==> config.mk <==
export PLATFORM = sky130hd
export DESIGN_NAME = execute_cycle
export DESIGN_NICKNAME = d
export VERILOG_FILES = /design/src/rtl/execute_cycle.sv
export SDC_FILE = /design/constraint.sdc
export NUM_CORES = 1
export LEC_CHECK = 0
export CAP_MARGIN = 10
export CELL_PAD_IN_SITES_DETAIL_PLACEMENT = 1
export CELL_PAD_IN_SITES_GLOBAL_PLACEMENT = 2
export CORE_AREA = 5 5 239 241
export CTS_CLUSTER_DIAMETER = 80
export DETAILED_ROUTE_END_ITERATION = 8
export DIE_AREA = 0 0 244 246
export PLACE_DENSITY_LB_ADDON = 0.1
export SLEW_MARGIN = 20
export SYNTH_ARGS = -nofsm -noshare
export SYNTH_HDL_FRONTEND = slang
export SYNTH_SLANG_ARGS = --single-unit
==> constraint.sdc <==
create_clock -name clk -period 14.85 [get_ports clk]
set_clock_uncertainty 0.05 [all_clocks]
set_input_delay 2.97 -clock clk [delete_from_list [all_inputs] [get_ports clk]]
set_output_delay 2.97 -clock clk [all_outputs]
set_load 0.05 [all_outputs]
==> src/rtl/execute_cycle.sv <==
// RV32I execute stage: operand forwarding, ALU, 32-step shift-add multiplier, branch resolve, EX/MEM register.
// Optional BRANCH_FULL_EN macro enables the full funct3 branch condition set (default: beq only).
module execute_cycle #(
  parameter int XLEN       = 32,
  parameter int MUL_CYCLES = 32
) (
  input  logic            clk,
  input  logic            rst,
  input  logic            RegWriteE,
  input  logic            MemWriteE,
  input  logic            ResultSrcE,
  input  logic            ALUSrcE,
  input  logic            BranchE,
  input  logic [2:0]      ALUControlE,
  input  logic [2:0]      funct3E,
  input  logic [XLEN-1:0] RD1_E,
  input  logic [XLEN-1:0] RD2_E,
  input  logic [XLEN-1:0] Imm_Ext_E,
  input  logic [XLEN-1:0] PCE,
  input  logic [XLEN-1:0] PCPlus4E,
  input  logic [4:0]      RD_E,
  input  logic [XLEN-1:0] ResultW,
  input  logic [1:0]      ForwardA_E,
  input  logic [1:0]      ForwardB_E,
  output logic            PCSrcE,
  output logic [XLEN-1:0] PCTargetE,
  output logic            StallE,
  output logic            RegWriteM,
  output logic            MemWriteM,
  output logic            ResultSrcM,
  output logic [4:0]      RD_M,
  output logic [XLEN-1:0] PCPlus4M,
  output logic [XLEN-1:0] WriteDataM,
  output logic [XLEN-1:0] ALU_ResultM
);

  localparam int CW = $clog2(MUL_CYCLES);
  localparam logic [CW-1:0] LAST_COUNT = CW'(MUL_CYCLES - 1);

  typedef enum logic [1:0] {S_IDLE, S_BUSY, S_DONE} state_t;

  state_t          state_reg, state_next;
  logic [XLEN-1:0] mcand_reg, mplier_reg, acc_reg;
  logic [CW-1:0]   count_reg;

  logic [1:0]      fwd_sel [2];
  logic [XLEN-1:0] fwd_reg_val [2];
  logic [XLEN-1:0] fwd_out [2];
  logic [XLEN-1:0] src_a, src_b, write_data;
  logic [XLEN-1:0] sum, diff, alu_result;
  logic            zero, lt_s, is_mul, stall_e, mul_done, branch_cond;

  assign fwd_sel[0]     = ForwardA_E;
  assign fwd_sel[1]     = ForwardB_E;
  assign fwd_reg_val[0] = RD1_E;
  assign fwd_reg_val[1] = RD2_E;

  // Code 11 falls through to the register-file value
  generate
    for (genvar gi = 0; gi < 2; gi++) begin : g_fwd
      always_comb begin
        case (fwd_sel[gi])
          2'b01:   fwd_out[gi] = ResultW;
          2'b10:   fwd_out[gi] = ALU_ResultM;
          default: fwd_out[gi] = fwd_reg_val[gi];
        endcase
      end
    end
  endgenerate

  assign src_a      = fwd_out[0];
  assign write_data = fwd_out[1];
  assign src_b      = ALUSrcE ? Imm_Ext_E : write_data;

  assign sum    = src_a + src_b;
  assign diff   = src_a - src_b;
  assign zero   = (diff == '0);
  assign lt_s   = $signed(src_a) < $signed(src_b);
  assign is_mul = (ALUControlE == 3'b100);

  always_comb begin
    case (ALUControlE)
      3'b000:  alu_result = sum;
      3'b001:  alu_result = diff;
      3'b010:  alu_result = src_a & src_b;
      3'b011:  alu_result = src_a | src_b;
      3'b101:  alu_result = {{(XLEN-1){1'b0}}, lt_s};
      default: alu_result = '0;
    endcase
  end

`ifdef BRANCH_FULL_EN
  logic lt_u;
  assign lt_u = src_a < src_b;

  always_comb begin
    case (funct3E)
      3'b000:  branch_cond = zero;
      3'b001:  branch_cond = ~zero;
      3'b100:  branch_cond = lt_s;
      3'b101:  branch_cond = ~lt_s;
      3'b110:  branch_cond = lt_u;
      3'b111:  branch_cond = ~lt_u;
      default: branch_cond = 1'b0;
    endcase
  end
`else
  logic unused_funct3;
  assign unused_funct3 = ^funct3E;
  assign branch_cond   = zero;
`endif

  assign PCTargetE = PCE + Imm_Ext_E;
  assign PCSrcE    = rst & BranchE & branch_cond & ~stall_e;
  assign StallE    = stall_e;

  always_ff @(posedge clk or negedge rst) begin
    if (!rst) state_reg <= S_IDLE;
    else      state_reg <= state_next;
  end

  always_comb begin
    state_next = state_reg;
    case (state_reg)
      S_IDLE:  if (is_mul) state_next = S_BUSY;
      S_BUSY:  if (count_reg == LAST_COUNT) state_next = S_DONE;
      S_DONE:  state_next = S_IDLE;
      default: state_next = S_IDLE;
    endcase
  end

  // Stall is masked during reset so an aborted MUL releases the front end at once
  always_comb begin
    stall_e  = 1'b0;
    mul_done = 1'b0;
    case (state_reg)
      S_IDLE:  stall_e  = rst & is_mul;
      S_BUSY:  stall_e  = rst;
      S_DONE:  mul_done = 1'b1;
      default: stall_e  = 1'b0;
    endcase
  end

  // Operands are captured in the IDLE cycle; forward sources move while stalled
  always_ff @(posedge clk or negedge rst) begin
    if (!rst) begin
      mcand_reg  <= '0;
      mplier_reg <= '0;
      acc_reg    <= '0;
      count_reg  <= '0;
    end else if (state_reg == S_IDLE && is_mul) begin
      mcand_reg  <= src_a;
      mplier_reg <= src_b;
      acc_reg    <= '0;
      count_reg  <= '0;
    end else if (state_reg == S_BUSY) begin
      if (mplier_reg[0]) acc_reg <= acc_reg + mcand_reg;
      mcand_reg  <= mcand_reg << 1;
      mplier_reg <= mplier_reg >> 1;
      count_reg  <= count_reg + CW'(1);
    end
  end

  always_ff @(posedge clk or negedge rst) begin
    if (!rst) begin
      RegWriteM   <= 1'b0;
      MemWriteM   <= 1'b0;
      ResultSrcM  <= 1'b0;
      RD_M        <= '0;
      PCPlus4M    <= '0;
      WriteDataM  <= '0;
      ALU_ResultM <= '0;
    end else if (stall_e) begin
      RegWriteM <= 1'b0;
      MemWriteM <= 1'b0;
    end else begin
      RegWriteM   <= RegWriteE;
      MemWriteM   <= MemWriteE;
      ResultSrcM  <= ResultSrcE;
      RD_M        <= RD_E;
      PCPlus4M    <= PCPlus4E;
      WriteDataM  <= write_data;
      ALU_ResultM <= mul_done ? acc_reg : alu_result;
    end
  end

endmodule

== Word-level counts from Yosys, hierarchy flattened ==
Cells that the tools add are included.
W data, S select, Z words.

* Register bits after elaboration: 207
* Bits of input ports: 214
* Output and inout bits: 138
* Word-level logic and storage cells: 68

* $add $sub $neg: 5
* Order comparisons: 1
* Equal/unequal tests: 14
* Multiplexer cells: 21
* Bitwise operators: 7
* Reductions and logical operators: 8

{| class="wikitable"
|+ Operator list
! operator !! count
|-
| $mux W32 || 9
|-
| $pmux W32 S5 || 1
|-
| $pmux W32 S2 || 2
|-
| $add A32 B32 Y32 || 3
|-
| $and A32 B32 Y32 || 1
|-
| $logic_not A32 Y1 || 1
|-
| $lt A32 B32 Y1 || 1
|-
| $or A32 B32 Y32 || 1
|-
| $sub A32 B32 Y32 || 1
|-
| $mux W5 || 2
|-
| $eq A2 B1 Y1 const B || 3
|-
| $eq A2 B2 Y1 const B || 3
|-
| $eq A3 B2 Y1 const B || 2
|-
| $eq A3 B3 Y1 const B || 2
|-
| $add A5 B1 Y5 const B || 1
|-
| $eq A5 B5 Y1 const B || 1
|-
| $and A1 B1 Y1 || 4
|-
| $mux W2 || 2
|-
| $ne A2 B2 Y1 const B || 2
|-
| $pmux W2 S2 || 1
|-
| $reduce_and A2 Y1 || 2
|-
| $reduce_bool A2 Y1 || 2
|-
| $eq A3 B1 Y1 const B || 1
|-
| $logic_not A3 Y1 || 1
|-
| 5 further kinds || 7
|}

== Logic depth before layout (Yosys ltp) ==
* Depth in word-level cells: 7
* Depth in mapped cells: 20
* Gate-level depth less buffers: 18

== Worst setup path after synthesis ==
Ideal clock, no wire load.

* Path kind: in2out
* From: input port ForwardB_E[0]
* To: output port PCSrcE
* Arrival time: 8.326 ns
* Required time: 11.830 ns
* Slack: 3.504 ns
* Stages on the path: 20
* Buffers on the path: 2
* Path through: inv_1 ha_1 buf_2 clkbuf_1 a221o_1 o21ai_0 o21ai_0 ha_1 inv_1 fa_1 a21o_1 a221oi_1 o21bai_1 a21oi_1 xnor2_1 or3_1 nor4_1 nor4b_1 nand4_1 nor4_1

* Word-level cells in the longest chain between the ends: 7
* Elaborated cells between the ends (all ways): 8

{| class="wikitable"
|+ Ends and longest elaborated chain
! element !! line !! RTL
|-
| start, declared || 24 || <nowiki>input logic [1:0] ForwardB_E,</nowiki>
|-
| $eq A2 B2 Y1 or $eq A2 B1 Y1 (tied branches) || 62 || <nowiki>case (fwd_sel[gi])</nowiki>
|-
| $pmux W32 S2 * || 62 ||
|-
| $mux W32 * || 73 || <nowiki>assign src_b = ALUSrcE ? Imm_Ext_E : write_data;</nowiki>
|-
| $sub A32 B32 Y32 * || 76 || <nowiki>assign diff = src_a - src_b;</nowiki>
|-
| $logic_not A32 Y1 * || 77 || <nowiki>assign zero = (diff == '0);</nowiki>
|-
| $and A1 B1 Y1 * (2 in a row) || 114 || <nowiki>assign PCSrcE = rst & BranchE & branch_cond & ~stall_e;</nowiki>
|-
| end, declared || 25 || <nowiki>output logic PCSrcE,</nowiki>
|}

Mark *: on every way between the ends. The rest lies on a longest branch, timed or not.

== Worst setup path after layout ==
Ends and elaborated chain as after synthesis.

==> summary.txt <==
Status
  • Status: completed

Die
  • Row Count: 86
  • # IOs: 352
  • Die H: 246 um
  • Die width: 244 um
  • Core area: 54700 sq um
  • Initial Utilization: 0.327
  • Die area: 60000 sq um

Pwr
  • Leak: 10.1 nW
  • Sequential share of power: 0.254
  • VDD IR max: 0.113 mV
  • Internal power: 1.92 mW
  • Sw frac: 0.504
  • Combinational share of power: 0.572
  • Sw power: 1.95 mW
  • Clock Power Share: 0.174
  • Pwr/cell area: 169 nW/um^2

Drt
  • Vias per std cell: 5.65
  • First-pass detailed-route iteration total: 5
  • DR iter-0 viols: 1332
  • DR vias: 18.9k
  • DRT Wirelength: 84500 um
  • Final ANT Viol Nets: 0
  • Wire per inst: 25.2 um
  • DR DRC count: 0

Global routing
  • Largest net degree at the start of global routing: 94
  • First-pass GRT wire length: 125000 um
  • Initial antenna violation count: 16
  • Global route overflow: 0
  • Tot GR Track Use: 0.269
  • Vias in the first global route: 19.4k

Clocking
  • Clock Latency Late Sink: 0.58 ns
  • Cts-stage hold buffer count: 0
  • # H-tree levels: 1
  • TritonCTS sink count: 207
  • Number of buffers created by CTS: 28
  • CTS resizes: 0
  • Clock Root Buffer: clkbuf_16
  • CTS clk-pin slew, worst paths: 0.06 ns
  • TritonCTS clock tree: built
  • Post-CTS Setup Bufs: 0
  • Clock buffer depth: 3

Place
  • GP Congestion: 0.924
  • Port bufs: 348
  • HPWL after DPL: 66200 um
  • Inst Count DP: 3287

Setup path
  • Data arrival time of the critical path: 10.63 ns
  • CP cell instances: clkdlybuf4s50_1 > inv_1 > ha_1 > inv_1 > o21ai_0 > o21ai_0 > ha_1 > inv_1 > fa_1 > nand3_1 > a211oi_1 > nor4_1 > o31ai_1 > a211oi_1 > xnor2_1 > nor4_1 > nor4b_1 > nand4_1 > nor4_1 > clkdlybuf4s50_1
  • Crit-path max FO: 18
  • CP Launch Type: primary input
  • Slowest stage delay, CP: 0.90 ns
  • Critical path buffers and inverters: 5
  • CP Capture Type: output port
  • Critical path type: in2out
  • Worst Path Required: 11.83 ns
  • Family with the most delay on the worst path: compound AO/OA/AOI/OAI gates
  • Slowest CP cell: clkdlybuf4s50_1

STA
  • Final Cycle Share: 0.919
  • Setup_tns: 0 ns
  • Rel. slew slack: 0.316
  • Endpoints failing setup: 0
  • RSZ-0062 raised after global routing: no
  • Hold Worst Slack: 0.413 ns
  • Max Slew Vio Count: 0
  • Min Tclk post-route: 13.65 ns
  • FMAX: 73.3 MHz
  • Worst slew pin tran: 1.02 ns
  • Final Hold Fails: 0

Finish
  • Share of cells above drive strength 1: 0.0459
  • Area Growth Syn to Fin: 28.2%
  • Fin cells: 3350
  • NumNets Final: 2995

Hold path
  • Hold crit path type: reg2reg

Synthesis
  • Post-synth EDFFs: 0
  • Predominant post-synthesis flop cell: dfrtp_1
  • Share of the synthesized area in the top cell type: 0.290
  • Mean Syn Cell Area: 7.63 sq um
  • Count leader, synth: nand2_1
  • Register area share after synthesis: 0.290
  • Synth Register Bits: 207
  • Post-synth top area cell: dfrtp_1
  • Synth top area cells: dfrtp_1, ha_1, nand2_1
  • Synth async-reset ratio: 1.00
  • Cells after Synth: 2342
  • Mapped Area: 17900 sq um
  • Post-synth top cells: nand2_1, nor2_1, o21ai_0
  • Mapped Nets: 2724
  • Synth unique cells: 83
  • Synth warnings: 0

Job
  • Max Cap Viol: 0
logic make-up after synthesis:
logic type      count (synthesis)  share of synthesized area
xor+xnor                       95                     0.0466
simple gates                  821                      0.198
flops                         207                      0.290
buf+inv                       267                     0.0574
compound gates                775                      0.282
fa+ha+maj                     168                      0.119
mux                             9                    0.00652
power groups by stage:
stage               clock network [mW]  registers [mW]  logic (mW)
floorplan                            0            1.22        1.17
global placement                     0           0.980        2.16
detailed placement                   0           0.989        2.21
CTS                              0.695           0.982        2.22
global route                     0.717            1.01        2.40
finish                           0.674           0.986        2.22
cell usage in the layout, fill, tap and decap left out, types with 13 or more instances in the layout:
cell type,synthesis,layout
nand3_1,43,43
o211ai_1,16,16
a21oi_1,183,182
a221o_1,41,41
a21o_1,37,37
a22oi_1,55,55
a31oi_1,71,71
nand4_1,16,16
o21a_1,13,13
a211oi_1,20,20
ha_1,164,163
xor2_1,32,32
nand2_1,384,384
buf_4,0,38
xnor2_1,63,63
nor2_1,239,239
nor4_1,16,16
nor3_1,33,32
nand2b_1,21,20
clkdlybuf4s50_1,0,346
o31ai_1,13,13
dfrtp_1,207,207
inv_1,120,119
clkbuf_16,0,29
o21ai_0,213,213
o21bai_1,20,20
a221oi_1,26,26
tightest hold or removal path: cells and delay by family, from the launching register on:
| kind | cells | cell delay, ns |
|---|---|---|
| flops | 1 | 0.34 |
| simple gates | 2 | 0.10 |
routing by layer:
| layer | routed length, um | GRT usage |
|---|---|---|
| met4 | 2090 | 0.0702 |
| met1 | 39300 | 0.383 |
| met5 | 40 | 0 |
| met3 | 6290 | 0.0578 |
| met2 | 36800 | 0.418 |
cell type report:
type                            instances  area [sq um]
Fill cell                            6574         31800
Multi-Input combinational cell       1868         11700
Sequential cell                       207          5180
Timing Repair Buffer                  386          3770
Tap cell                              704           881
Clock buffer                           38           790
Inverter                              122           460
Clock inverter                         14           110
Antenna cell                           11          27.5
metrics by stage:
| step | total power [mW] | area, sq um | utilization | setup slack, ns |
|---|---|---|---|---|
| 3_3_place_gp | 3.14 | 22000 | 0.402 | 1.46 |
| 6_report | 3.88 | 22900 | 0.419 | 1.20 |
| 3_5_place_dp | 3.20 | 22000 | 0.402 | 1.29 |
| 2_1_floorplan | 2.39 | 17900 | - | 3.50 |
| 4_1_cts | 3.90 | 22900 | 0.418 | 1.26 |
| 5_1_grt | 4.13 | 22900 | 0.419 | 0.770 |
path summary, 6_finish.rpt:
kind / start / endpoint / cells past startpoint / slack, ns
max: ForwardB_E[0] / PCSrcE / 20 / 1.20
min: PCPlus4M[21] / PCPlus4M[21] / 2 / 0.41
max reg2reg: ALU_ResultM[0] / ALU_ResultM[30] / 16 / 9.48
min reg2reg: PCPlus4M[21] / PCPlus4M[21] / 2 / 0.41
max in group asynchronous: rst / mcand_reg[16] / 3 / 10.33
min in group asynchronous: rst / WriteDataM[20] / 1 / 2.30
Power figures use the tool's default switching activity.
